[src/rtl/result_bcd_display_pkg.sv]
// Shared types and constants for the result BCD display back end.
// Build option: LEADING_ZERO_BLANK_EN blanks leading zero digits.
package result_bcd_display_pkg;

    localparam int RES_W = 9;
    localparam int MAG_W = 8;

    typedef enum logic [1:0] {
        IDLE,
        CONV,
        LOAD
    } state_t;

    localparam logic [6:0] SEG_BLANK = 7'b1111111;
    localparam logic [6:0] SEG_0     = 7'b1000000;
    localparam logic [6:0] SEG_1     = 7'b1111001;
    localparam logic [6:0] SEG_2     = 7'b0100100;
    localparam logic [6:0] SEG_3     = 7'b0110000;
    localparam logic [6:0] SEG_4     = 7'b0011001;
    localparam logic [6:0] SEG_5     = 7'b0010010;
    localparam logic [6:0] SEG_6     = 7'b0000010;
    localparam logic [6:0] SEG_7     = 7'b1111000;
    localparam logic [6:0] SEG_8     = 7'b0000000;
    localparam logic [6:0] SEG_9     = 7'b0010000;

    // Double-dabble correction: add 3 to every nibble that is 5 or more.
    function automatic logic [11:0] bcd_adj(input logic [11:0] b);
        logic [11:0] r;
        r = b;
        for (int i = 0; i < 3; i++) begin
            if (b[i*4 +: 4] >= 4'd5) begin
                r[i*4 +: 4] = b[i*4 +: 4] + 4'd3;
            end
        end
        return r;
    endfunction

endpackage

[src/rtl/result_bcd_display_if.sv]
// Valid/ready handshake carrying the 9-bit result word.
// Build option: none.
interface result_bcd_display_if;
    import result_bcd_display_pkg::*;

    logic [RES_W-1:0] res_in;
    logic             res_valid;
    logic             res_ready;

    modport master (
        output res_in,
        output res_valid,
        input  res_ready
    );

    modport slave (
        input  res_in,
        input  res_valid,
        output res_ready
    );

endinterface

[src/rtl/result_bcd_display_seg7_encode.sv]
// BCD digit to active-low seven-segment code, bit order g..a.
// Build option: none.
module seg7_encode
    import result_bcd_display_pkg::*;
(
    input  logic [3:0] digit_i,
    input  logic       blank_i,
    output logic [6:0] seg_o
);

    // Decode one digit; non-BCD codes and blank show nothing.
    always_comb begin
        seg_o = SEG_BLANK;
        if (!blank_i) begin
            case (digit_i)
                4'd0:    seg_o = SEG_0;
                4'd1:    seg_o = SEG_1;
                4'd2:    seg_o = SEG_2;
                4'd3:    seg_o = SEG_3;
                4'd4:    seg_o = SEG_4;
                4'd5:    seg_o = SEG_5;
                4'd6:    seg_o = SEG_6;
                4'd7:    seg_o = SEG_7;
                4'd8:    seg_o = SEG_8;
                4'd9:    seg_o = SEG_9;
                default: seg_o = SEG_BLANK;
            endcase
        end
    end

endmodule

[src/rtl/result_bcd_display.sv]
// Result word to three seven-segment digits plus overflow LED.
// Build option: LEADING_ZERO_BLANK_EN blanks leading zero digits.
module result_bcd_display
    import result_bcd_display_pkg::*;
(
    input  logic                 clk,
    input  logic                 rst_n,
    result_bcd_display_if.slave  res,
    output logic [6:0]           hex0,
    output logic [6:0]           hex1,
    output logic [6:0]           hex2,
    output logic                 ovf_led,
    output logic                 disp_upd
);

    state_t           state_q;
    logic [MAG_W-1:0] mag_q;
    logic             flag_q;
    logic [11:0]      bcd_q;
    logic [2:0]       cnt_q;
    logic [6:0]       hex0_q;
    logic [6:0]       hex1_q;
    logic [6:0]       hex2_q;
    logic             ovf_q;
    logic             upd_q;

    logic [11:0]      bcd_d;
    logic [6:0]       seg0_d;
    logic [6:0]       seg1_d;
    logic [6:0]       seg2_d;
    logic             blank1_d;
    logic             blank2_d;

    assign bcd_d = bcd_adj(bcd_q);

`ifdef LEADING_ZERO_BLANK_EN
    assign blank2_d = (bcd_q[11:8] == 4'd0);
    assign blank1_d = (bcd_q[11:8] == 4'd0) && (bcd_q[7:4] == 4'd0);
`else
    assign blank2_d = 1'b0;
    assign blank1_d = 1'b0;
`endif

    seg7_encode u_enc0 (
        .digit_i (bcd_q[3:0]),
        .blank_i (1'b0),
        .seg_o   (seg0_d)
    );

    seg7_encode u_enc1 (
        .digit_i (bcd_q[7:4]),
        .blank_i (blank1_d),
        .seg_o   (seg1_d)
    );

    seg7_encode u_enc2 (
        .digit_i (bcd_q[11:8]),
        .blank_i (blank2_d),
        .seg_o   (seg2_d)
    );

    // Capture, convert over eight shifts, then latch the display.
    always_ff @(posedge clk) begin
        if (!rst_n) begin
            state_q <= IDLE;
            mag_q   <= '0;
            flag_q  <= 1'b0;
            bcd_q   <= '0;
            cnt_q   <= '0;
            hex0_q  <= SEG_BLANK;
            hex1_q  <= SEG_BLANK;
            hex2_q  <= SEG_BLANK;
            ovf_q   <= 1'b0;
            upd_q   <= 1'b0;
        end else begin
            upd_q <= 1'b0;
            case (state_q)
                IDLE: begin
                    if (res.res_valid) begin
                        mag_q   <= res.res_in[MAG_W-1:0];
                        flag_q  <= res.res_in[RES_W-1];
                        bcd_q   <= '0;
                        cnt_q   <= '0;
                        state_q <= CONV;
                    end
                end
                CONV: begin
                    {bcd_q, mag_q} <= {bcd_d[10:0], mag_q, 1'b0};
                    cnt_q          <= cnt_q + 3'd1;
                    if (cnt_q == 3'd7) begin
                        state_q <= LOAD;
                    end
                end
                LOAD: begin
                    hex0_q  <= seg0_d;
                    hex1_q  <= seg1_d;
                    hex2_q  <= seg2_d;
                    ovf_q   <= flag_q;
                    upd_q   <= 1'b1;
                    state_q <= IDLE;
                end
                default: state_q <= IDLE;
            endcase
        end
    end

    assign res.res_ready = (state_q == IDLE);
    assign hex0          = hex0_q;
    assign hex1          = hex1_q;
    assign hex2          = hex2_q;
    assign ovf_led       = ovf_q;
    assign disp_upd      = upd_q;

endmodule

[src/flat_wrapper.sv]
// flat-port wrapper written by rule: the top's interface ports become plain ports
module result_bcd_display_flat import result_bcd_display_pkg::*;
  (clk, rst_n, hex0, hex1, hex2, ovf_led, disp_upd, res_res_in, res_res_valid, res_res_ready);
  result_bcd_display_if res_i ();
  input  logic clk;
  input  logic rst_n;
  output logic [6:0] hex0;
  output logic [6:0] hex1;
  output logic [6:0] hex2;
  output logic ovf_led;
  output logic disp_upd;
  input wire logic [$bits(res_i.res_in)-1:0] res_res_in;
  input wire logic [$bits(res_i.res_valid)-1:0] res_res_valid;
  output wire logic [$bits(res_i.res_ready)-1:0] res_res_ready;
  assign res_i.res_in = res_res_in;
  assign res_i.res_valid = res_res_valid;
  assign res_res_ready = res_i.res_ready;
  result_bcd_display u_core (.clk(clk), .rst_n(rst_n), .res(res_i), .hex0(hex0), .hex1(hex1), .hex2(hex2), .ovf_led(ovf_led), .disp_upd(disp_upd));
endmodule
[config.mk]
export PLATFORM = sky130hd
export DESIGN_NAME = result_bcd_display_flat
export DESIGN_NICKNAME = d
export VERILOG_FILES = /design/src/rtl/result_bcd_display_pkg.sv /design/src/rtl/result_bcd_display_if.sv /design/src/rtl/result_bcd_display_seg7_encode.sv /design/src/rtl/result_bcd_display.sv /design/src/flat_wrapper.sv
export SDC_FILE = /design/constraint.sdc
export NUM_CORES = 1
export LEC_CHECK = 0
export BUFFER_PORTS_ARGS = -buffer_cell sky130_fd_sc_hd__buf_2
export CAP_MARGIN = 20
export CORE_MARGIN = 8
export CORE_UTILIZATION = 62
export CTS_CLUSTER_SIZE = 16
export DETAILED_ROUTE_END_ITERATION = 16
export HOLD_SLACK_MARGIN = 0.02
export PLACE_DENSITY = 0.88
export SETUP_SLACK_MARGIN = 0.2
export SYNTH_ARGS = -nofsm -noshare
export SYNTH_HDL_FRONTEND = slang
export SYNTH_HIERARCHICAL = 1
export SYNTH_SLANG_ARGS = --single-unit
[constraint.sdc]
create_clock -name clk -period 2.5 [get_ports clk]
set_input_delay 0.375 -clock clk [delete_from_list [all_inputs] [get_ports clk]]
set_output_delay 0.375 -clock clk [all_outputs]
set_load 0.1 [all_outputs]
==> flow_summary_export.csv, run 1 <==
group,metric,value,unit
cts,numCtsBuffers,5,
die,rows,24,
critical_path,regToRegEndpoint,"u_core/bcd_q[6]",
synthesis,yosysUniqueCellTypes,37,
timing,fmax,0.5510,GHz
detailed_routing,drt-initial-drc-count,112,
cells_and_area,layout.nets,427,
placed_design,place_inst,437,
synthesis,yosysWarnings,6,
cells_and_area,drive_gt1_frac,0.1552,
power_and_ir_drop,leakage,1.396,nW
critical_path,slowest_stage,"buf_2",
hold_path,min_from,"res_res_in[8]",
hold_path,holdPathStages,3,
synthesis,avgSynthCellArea,8.076,sq um
detailed_routing,wire_per_inst,12.55,microns
synthesis,synth_top_area_cell,"dfxtp_1",
timing,setup_tns,0,ns
synthesis,synth_cells,343,
cells_and_area,final_cell_mix,"73 x nand2_1, 49 x dfxtp_1, 35 x buf_2, 32 x nand3_1, 23 x ha_1",
detailed_routing,wl,5.584,mm
cells_and_area,syn_to_final_growth,11.83,%
critical_path,startpoint_type,"register",
synthesis,synthTopCellsByArea,"dfxtp_1 35%, ha_1 10%, nand2_1 9.9%, nand3_1 5.8%, a21oi_1 3.8%",
critical_path,worstPathArrival,1.44,ns
critical_path,critical_path_class,"reg -> out",
critical_path,reg2reg_from,"u_core/bcd_q[5]",
placed_design,port_buffers,35,
grt,grt_pass1_vias,2264,
placed_design,post-place-ws,0.7245,ns
die,die_width,82.85,microns
cts,clock_latency,0.30,ns
cts,clkTransAtPathRegs,0.09,ns
die,dieArea,6863,sq um
cts,hold_buffers,0,
hold_path,hp-class,"in -> reg",
timing,rsz0062_at_grt,"false",
synthesis,synth.cell_area,2770,sq um
cts,clock-root-buffer,"clkbuf_8",
synthesis,ys_seq_elements,49,
critical_path,crit_path_end_kind,"output port",
placed_design,hpwl,4.064,mm
cts,postCtsSetupBuffers,0,
cts,ctsResizeCount,0,
die,coreArea,4324,sq um
critical_path,required,2.12,ns
grt,grt_max_degree,31,
cts,clk_path_buf_depth,2,
power_and_ir_drop,peakVddDrop,0.3424,mV
cts,tritoncts,"done",
timing,skew,0.009290,ns
critical_path,reg2reg_slack,0.70,ns
timing,hold_violations,0,
synthesis,synth_top_area_share,0.3541,
timing,worstMarginPinSlew,0.5178,ns
critical_path,cp_max_fo,8,
timing,period_share,0.7259,
grt,overflow,0,
die,initial_core_util,0.6406,
cts,h-tree-depth,2,
detailed_routing,ant_nets,0,
die,io_pins,36,
timing,fin_ws,0.6853,ns
hold_path,whs_endpoint,"u_core/flag_q",
cells_and_area,instances_no_fill,445,
critical_path,path_cells,"nor2_1 -> buf_2",
detailed_routing,dr_total_vias,2335,
cells_and_area,insertedDiodeCount,0,
critical_path,rr_worst_depth,6,
placed_design,gp_congestion,0.8112,
timing,slew_headroom,0.6545,
detailed_routing,first_pass_iters,4,
outcome,status,"completed",
die,die_height,82.85,microns
cts,cts.sinks,49,
timing,finalSetupViolations,0,
timing,slew_violations,0,
detailed_routing,drc,0,
grt,grt_pass1_wl,9.763,mm
synthesis,ys_seq_area_frac,0.3541,
critical_path,crit_path_max_incr_delay,0.48,ns
timing,finalCriticalPeriod,1.815,ns
grt,antenna_found_initial,0,
detailed_routing,via_per_inst,5.247,
power_and_ir_drop,p_per_area,445.8,nW/um^2
job,drv_cap,0,
timing,finalHoldWorstSlack,0.3246,ns
grt,grt_usage,0.1638,
cells_and_area,layout.cells.most_common,"nand2_1",
synth_stat cells:
| cell type | instances |
|---|---|
| nor2b_1 | 8 |
| and2b_4 | 1 |
| buf_2 | 5 |
| and2_1 | 2 |
| mux2i_1 | 1 |
| nand2_1 | 73 |
| o21ai_0 | 21 |
| nand2b_4 | 3 |
| buf_4 | 2 |
| xor2_1 | 5 |
| mux2_2 | 3 |
| o21bai_4 | 1 |
| or2b_1 | 2 |
| nor2_2 | 1 |
| o21ai_1 | 2 |
| clkbuf_1 | 6 |
| nor3b_2 | 3 |
| a21boi_0 | 5 |
| a21oi_1 | 21 |
| nor3_1 | 6 |
| a32oi_1 | 1 |
| buf_6 | 3 |
| nor3b_1 | 1 |
| o31ai_1 | 2 |
| inv_1 | 16 |
| nand2b_1 | 12 |
| dfxtp_1 | 49 |
| nor3_2 | 3 |
| xnor2_1 | 3 |
| o22ai_1 | 3 |
| a22oi_1 | 3 |
| nor2_1 | 9 |
| ha_1 | 23 |
| nand3_1 | 32 |
| o21bai_1 | 3 |
| o211a_1 | 8 |
| conb_1 | 1 |
metrics by stage:
step | area (sq um) | power [mW] | utilization
floorplan | 2845 | 0.9147 | -
global placement | 3012 | 0.9355 | 0.6965
detailed placement | 3012 | 0.9415 | 0.6965
CTS | 3098 | 1.392 | 0.7164
global route | 3098 | 1.435 | 0.7164
finish | 3098 | 1.381 | 0.7164
worst max-delay path, delay by kind of cell, from the launching register on:
family	cells	cell delay, ns
flip-flops	1	0.41
buffers and inverters	1	0.48
AND/OR/NAND/NOR	1	0.25
layer usage:
layer | GRT usage | wire [microns]
met5 | 0 | 0
met3 | 0.04297 | 211
met2 | 0.3041 | 2836
met4 | 0.06230 | 55
met1 | 0.1699 | 2481
state kept, by name (all words and copies together), names as in the netlist:
register	flops
u_core/ovf_led	1
u_core/state_q	2
u_core/hex0	7
u_core/hex2	7
u_core/disp_upd	1
u_core/bcd_q	12
u_core/cnt_q	3
u_core/mag_q	8
u_core/hex1	7
u_core/flag_q	1
cell type report:
| cell class | instances | area [sq um] |
|---|---|---|
| Multi-Input combinational cell | 282 | 1708 |
| Fill cell | 352 | 1226 |
| Sequential cell | 49 | 980.9 |
| Timing Repair Buffer | 38 | 197.7 |
| Clock buffer | 5 | 68.82 |
| Tap cell | 52 | 65.06 |
| Inverter | 16 | 60.06 |
| Clock inverter | 3 | 17.52 |
power by group:
| group | internal [mW] | total (mW) | leakage [nW] | switching [mW] |
|---|---|---|---|---|
| Sequential | 0.795 | 0.807 | 0.398 | 0.0120 |
| Clock | 0.194 | 0.457 | 0.0439 | 0.263 |
| Combinational | 0.0447 | 0.117 | 0.954 | 0.0724 |
| Total | 1.03 | 1.38 | 1.40 | 0.347 |
kinds of logic after synthesis:
group,after synthesis,share of synthesized area
and+or+nand+nor,156,0.2827
xor gates and xnor gates,8,0.02529
adders and majority gates,23,0.1039
DFF,49,0.3541
other,1,0.001354
AOI/OAI and AO/OA,70,0.1603
buffers and inverters,32,0.05646
muxes,4,0.01581
worst max-delay path by stage:
stage                                 start         endpoint  slack, ns  cells after the start
after global placement      u_core/bcd_q[5]  u_core/bcd_q[6]       0.82                      6
after CTS                 u_core/state_q[0]    res_res_ready       0.68                      2
final                     u_core/state_q[0]    res_res_ready       0.69                      2
after floorplan           u_core/state_q[0]  u_core/mag_q[0]       0.24                      4
after global routing        u_core/bcd_q[5]  u_core/bcd_q[6]       0.61                      6
after detailed placement    u_core/bcd_q[1]  u_core/bcd_q[2]       0.72                      6
Note: power is estimated with default switching activity, not from simulation.
==> inputs of run 2 (changes only) <==
--- a/config.mk
+++ b/config.mk
@@ -5,14 +5,15 @@
 export SDC_FILE = /design/constraint.sdc
 export NUM_CORES = 1
 export LEC_CHECK = 0
+export ABC_AREA = 1
 export BUFFER_PORTS_ARGS = -buffer_cell sky130_fd_sc_hd__buf_2
 export CAP_MARGIN = 20
 export CORE_MARGIN = 8
-export CORE_UTILIZATION = 62
+export CORE_UTILIZATION = 57
 export CTS_CLUSTER_SIZE = 16
 export DETAILED_ROUTE_END_ITERATION = 16
 export HOLD_SLACK_MARGIN = 0.02
-export PLACE_DENSITY = 0.88
+export PLACE_DENSITY = 0.82
 export SETUP_SLACK_MARGIN = 0.2
 export SYNTH_ARGS = -nofsm -noshare
 export SYNTH_HDL_FRONTEND = slang
==> constraint.sdc (replaced) <==
create_clock -name clk -period 1.8 [get_ports clk]
set_input_delay 0.27 -clock clk [delete_from_list [all_inputs] [get_ports clk]]
set_output_delay 0.27 -clock clk [all_outputs]
set_load 0.1 [all_outputs]
==> flow_summary_export.csv, run 2 <==
group,metric,value,unit
cts,ctsResizeCount,0,
synthesis,synth-compound-area-share,0.06955,
critical_path,reg2reg_from,"u_core/bcd_q[4]",
outcome,status,"completed",
synthesis,synthTopCellsByArea,"dfxtp_1 36%, nand2_1 21%, ha_1 11%, nand3_1 9.6%, inv_1 4.7%",
cells_and_area,instances_no_fill,500,
synthesis,synth_cells,403,
synthesis,synth_top_area_cell,"dfxtp_1",
cells_and_area,insertedDiodeCount,0,
hold_path,holdPathStages,3,
critical_path,startpoint_type,"register",
critical_path,critical_path_class,"reg -> out",
synthesis,synth_enable_flop_cells,0,
timing,slew_headroom,0.5732,
cts,numCtsBuffers,5,
critical_path,rr_worst_depth,9,
synthesis,yosys.area_share.adder,0.1059,
critical_path,cp.buffers_inverters,1,
synthesis,synth_top_family_by_area,"simple AND/OR/NAND/NOR gates",
hold_path,min_from,"res_res_in[0]",
grt,grt_usage,0.1626,
hold_path,whs_endpoint,"u_core/mag_q[0]",
grt,overflow,0,
cells_and_area,postLayoutCellArea,3077,sq um
die,rows,25,
cts,cts.sinks,49,
cts,clk_path_buf_depth,2,
cells_and_area,syn_to_final_growth,13.27,%
timing,setup_tns,0,ns
cts,tritoncts,"done",
timing,skew,0.006429,ns
hold_path,hp-class,"in -> reg",
placed_design,gp_congestion,0.8826,
critical_path,worstPathArrival,1.25,ns
grt,grt_pass1_vias,2351,
synthesis,synth_flop_cell,"dfxtp_1",
synthesis,synth.cell_area,2716,sq um
timing,slew_violations,0,
cells_and_area,final_cell_mix,"154 x nand2_1, 52 x nand3_1, 47 x dfxtp_1, 35 x buf_2, 34 x inv_1",
synthesis,synth-async-reset-ratio,0,
grt,antenna_found_initial,0,
placed_design,placed_area,2988,sq um
power_and_ir_drop,p_per_area,634.3,nW/um^2
cells_and_area,drive_gt1_frac,0.1637,
cells_and_area,fin_util,0.6601,
grt,grt_max_degree,24,
cells_and_area,largest_reg_flops,12,
synthesis,synth.most_common_cell,"nand2_1",
critical_path,crit_path_max_incr_delay,0.45,ns
critical_path,slowest_stage,"buf_2",
cells_and_area,top_regs,"u_core/bcd_q: 12 flops, u_core/mag_q: 8 flops",
cts,clock-root-buffer,"clkbuf_8",
synthesis,yosysWarnings,6,
synthesis,ys_seq_area_frac,0.3611,
grt,grt_pass1_wl,9.784,mm
cells_and_area,layout.nets,481,
placed_design,place_inst,493,
cells_and_area,top_register,"u_core/bcd_q",
timing,worstMarginPinSlew,0.6396,ns
timing,finalHoldWorstSlack,0.2372,ns
timing,hold_violations,0,
timing,finalSetupViolations,0,
detailed_routing,ant_nets,0,
placed_design,hpwl,4.147,mm
cts,h-tree-depth,2,
synthesis,synth_top_area_share,0.3611,
critical_path,crit_path_end_kind,"output port",
cts,clkTransAtPathRegs,0.08,ns
power_and_ir_drop,peakVddDrop,0.4070,mV
timing,finalCriticalPeriod,1.521,ns
power_and_ir_drop,leakage,1.508,nW
synthesis,avgSynthCellArea,6.740,sq um
timing,rsz0062_at_grt,"false",
cts,hold_buffers,0,
die,die_width,85.03,microns
die,coreArea,4661,sq um
detailed_routing,wl,5.673,mm
die,die_height,85.03,microns
cts,clock_latency,0.30,ns
critical_path,regToRegEndpoint,"u_core/bcd_q[8]",
critical_path,cp.depth,2,
synthesis,ys_seq_elements,49,
critical_path,required,1.53,ns
detailed_routing,via_per_inst,5.134,
critical_path,cp_max_fo,5,
synthesis,yosysUniqueCellTypes,22,
critical_path,reg2reg_slack,0.33,ns
placed_design,port_buffers,35,
detailed_routing,wire_per_inst,11.35,microns
detailed_routing,dr_total_vias,2567,
timing,period_share,0.8450,
synthesis,synth_xor_area_frac,0,
job,drv_cap,0,
synthesis,synth_simple_gate_area_frac,0.3851,
critical_path,crit_family,"buffers and inverters",
synthesis,synthMuxAreaShare,0,
cells_and_area,layout.cells.most_common,"nand2_1",
die,io_pins,36,
detailed_routing,drt-initial-drc-count,131,
timing,fmax,0.6574,GHz
critical_path,path_cells,"nor2_4 -> buf_2",
detailed_routing,first_pass_iters,4,
die,dieArea,7230,sq um
detailed_routing,drc,0,
die,initial_core_util,0.5828,
synthesis,ys_top_cells_by_count,"154 x nand2_1, 52 x nand3_1, 49 x dfxtp_1",
cts,postCtsSetupBuffers,0,
-- run 2: cell count changes after synthesis, sizes merged, moves of 5 or more --
cell / change
a21boi: -5
inv: +24
nand2: +85
nand2b: -15
nand3: +20
nand4: +6
nor2: +16
nor2b: -8
nor3: -8
o211a: -8
o21ai: -19
xor2: -5
-- run 2: worst max-delay path by stage --
stage	slack, ns	startpoint	endpoint
3_3_place_gp	0.40	u_core/bcd_q[4]	u_core/bcd_q[8]
6_report	0.28	u_core/state_q[1]	res_res_ready
4_1_cts	0.26	u_core/state_q[1]	res_res_ready
5_1_grt	0.21	u_core/bcd_q[5]	u_core/bcd_q[8]
2_1_floorplan	0.28	u_core/state_q[0]	u_core/cnt_q[1]
3_5_place_dp	0.35	u_core/bcd_q[4]	u_core/bcd_q[8]
-- run 2: worst reg2reg max path: stages (launching register included) --
cell and delay, ns:
dfxtp_1 0.48, inv_1 0.13, ha_1 0.23, inv_1 0.06, nand2_1 0.09, nand3_1 0.15, nand2_1 0.06, nor2_1 0.10
nor2_1 0.05, nor2_1 0.07
-- run 2: logic make-up after synthesis --
logic type,Yosys count
simple gates,243
flops,49
compound gates,34
buf+inv,53
fa+ha+maj,23
other cells,1
-- run 2: stage by stage --
| stage | power (mW) | setup slack, ns |
|---|---|---|
| global placement | 1.326 | 0.4049 |
| global route | 2.043 | 0.2050 |
| finish | 1.952 | 0.2789 |
| detailed placement | 1.330 | 0.3510 |
| floorplan | 1.274 | 0.2778 |
| CTS | 1.973 | 0.2634 |
-- run 2: power by group --
part           internal [mW]  leakage [nW]  switching, mW  total (mW)
logic                 0.0650          1.06          0.122       0.187
clock network          0.305        0.0443          0.343       0.648
registers               1.10         0.399         0.0128        1.12
-- run 2: final cells by class --
cell class	count	area, sq um
Clock buffer	7	86.33
Sequential cell	49	983.4
Inverter	41	153.9
Timing Repair Buffer	43	235.2
Tap cell	54	67.56
Multi-Input combinational cell	306	1550
Fill cell	434	1584
-- run 2: per-layer routing --
layer | track usage | vias up | part of all wire
met4 | 0.07443 | 0 | 0.018
li1 | - | 1360 | -
met3 | 0.05116 | 10 | 0.062
met5 | 0 | - | 0
met1 | 0.1770 | 1139 | 0.45
met2 | 0.2805 | 58 | 0.47
==> inputs of run 3 (changes only) <==
==> constraint.sdc (replaced) <==
create_clock -name clk -period 1.5 [get_ports clk]
set_input_delay 0.225 -clock clk [delete_from_list [all_inputs] [get_ports clk]]
set_output_delay 0.225 -clock clk [all_outputs]
set_load 0.1 [all_outputs]
==> flow_summary_export.csv, run 3 (same netlist as run 2, synthesis figures left out) <==
group,metric,value,unit
outcome,status,"completed",
power_and_ir_drop,seqPwrFrac,0.556,
detailed_routing,via_per_inst,5.171,
detailed_routing,ant_nets,0,
die,die_height,85.03,microns
cells_and_area,layout.cells.most_common,"nand2_1",
grt,overflow,0,
cells_and_area,syn_to_final_growth,27.73,%
grt,grt_max_degree,24,
grt,antenna_found_initial,0,
cells_and_area,final_cell_mix,"143 x nand2_1, 48 x nand3_1, 39 x dfxtp_1, 21 x a21oi_1, 19 x clkbuf_4",
cells_and_area,layout.nets,496,
critical_path,startpoint_type,"register",
power_and_ir_drop,comb_power_share,0.118,
power_and_ir_drop,leakage,1.650,nW
power_and_ir_drop,peakVddDrop,0.5296,mV
die,dieArea,7230,sq um
placed_design,gp_congestion,0.9012,
placed_design,placed_area,3054,sq um
die,die_width,85.03,microns
timing,setup_tns,0,ns
grt,grt_pass1_wl,10.44,mm
detailed_routing,drc,0,
critical_path,worstPathArrival,1.48,ns
cells_and_area,top_register,"u_core/bcd_q",
hold_path,hp-class,"in -> reg",
die,coreArea,4661,sq um
critical_path,cp_max_fo,4,
cts,clock_latency,0.30,ns
timing,slew_violations,0,
power_and_ir_drop,p_int,1.792,mW
cells_and_area,insertedDiodeCount,0,
timing,period_share,0.8656,
detailed_routing,wl,6.627,mm
cts,hold_buffers,0,
cts,clkTransAtPathRegs,0.08,ns
timing,skew,0.009336,ns
cts,cts.sinks,49,
grt,grt_usage,0.1735,
cells_and_area,multi_input_area,1680,sq um
timing,finalSetupViolations,0,
cells_and_area,regArea,1008,sq um
placed_design,hpwl,4.112,mm
detailed_routing,wire_per_inst,12.87,microns
critical_path,required,1.68,ns
cts,clock-root-buffer,"clkbuf_8",
die,io_pins,36,
die,initial_core_util,0.5828,
die,rows,25,
critical_path,critical_path_class,"reg -> reg",
detailed_routing,drt-initial-drc-count,140,
timing,rsz0062_at_grt,"true",
cells_and_area,drive_gt1_frac,0.3037,
power_and_ir_drop,p_per_area,690.0,nW/um^2
power_and_ir_drop,p_switching,0.6025,mW
grt,grt_pass1_vias,2405,
cts,tritoncts,"done",
cells_and_area,postLayoutCellArea,3470,sq um
cts,clk_path_buf_depth,2,
placed_design,port_buffers,35,
cells_and_area,num-fill-cells,333,
timing,finalHoldWorstSlack,0.1942,ns
timing,hold_violations,0,
detailed_routing,dr_total_vias,2663,
cts,numCtsBuffers,5,
detailed_routing,first_pass_iters,4,
timing,finalCriticalPeriod,1.298,ns
power_and_ir_drop,p_sw_frac,0.2516,
cts,h-tree-depth,2,
cells_and_area,top_regs,"u_core/bcd_q: 12 flops, u_core/mag_q: 8 flops",
job,drv_cap,0,
critical_path,crit_path_end_kind,"register",
cells_and_area,fin_util,0.7444,
cells_and_area,largest_reg_flops,12,
power_and_ir_drop,p_clk_frac,0.326,
timing,fmax,0.7702,GHz
run 3: area by class of cell:
type	count	area share
multi-input combinational	306	0.4843
sequential	49	0.2907
timing repair buffer	55	0.1262
inverter	41	0.04796
clock buffer	7	0.02488
tap	54	0.01947
timing repair inverter	3	0.006491
run 3: stage by stage:
stage,worst slack (ns),total power [mW],std cells
final,0.2016,2.394,515
after global routing,0.1530,2.500,515
after CTS,0.1694,2.395,506
after detailed placement,0.06713,1.618,495
after global placement,0.1442,1.612,495
after floorplan,0.03663,1.541,408
run 3: power by group through the flow:
stage	Clock, mW	Combinational (mW)	Sequential [mW]
2_1_floorplan	0	0.174	1.37
3_3_place_gp	0	0.242	1.37
3_5_place_dp	0	0.247	1.37
4_1_cts	0.797	0.261	1.34
5_1_grt	0.851	0.314	1.34
6_report	0.779	0.283	1.33
run 3: critical path, cell delays in order, from the launching register on:
cell     delay [ns]
dfxtp_4        0.37
buf_6          0.12
buf_6          0.12
ha_2           0.17
inv_2          0.06
nand2_2        0.06
nand3_2        0.09
nand2_1        0.06
nand2_1        0.08
nand3_1        0.07
run 3: path summary, 6_finish.rpt:
kind | startpoint | endpoint | slack, ns | cells after the start
max | u_core/bcd_q[1] | u_core/hex0[6] | 0.20 | 9
min | res_res_in[8] | u_core/flag_q | 0.19 | 3
max reg2reg | u_core/bcd_q[1] | u_core/hex0[6] | 0.20 | 9
min reg2reg | u_core/mag_q[4] | u_core/mag_q[4] | 0.47 | 2
run 3: what timing repair did:
item,CTS,global route
pin swaps,1,23
cloned,0,3
setup endpoints to repair,25,59
buffers inserted,4,6
gates resized for setup,17,78
run 3: routing by layer:
metal  routed length, microns  vias up  track usage
met5                        0        -            0
met4                       75        0      0.06311
met3                      381        8      0.05502
met2                     3218       77       0.2962
met1                     2952     1192       0.1970
li1                         -     1386            -
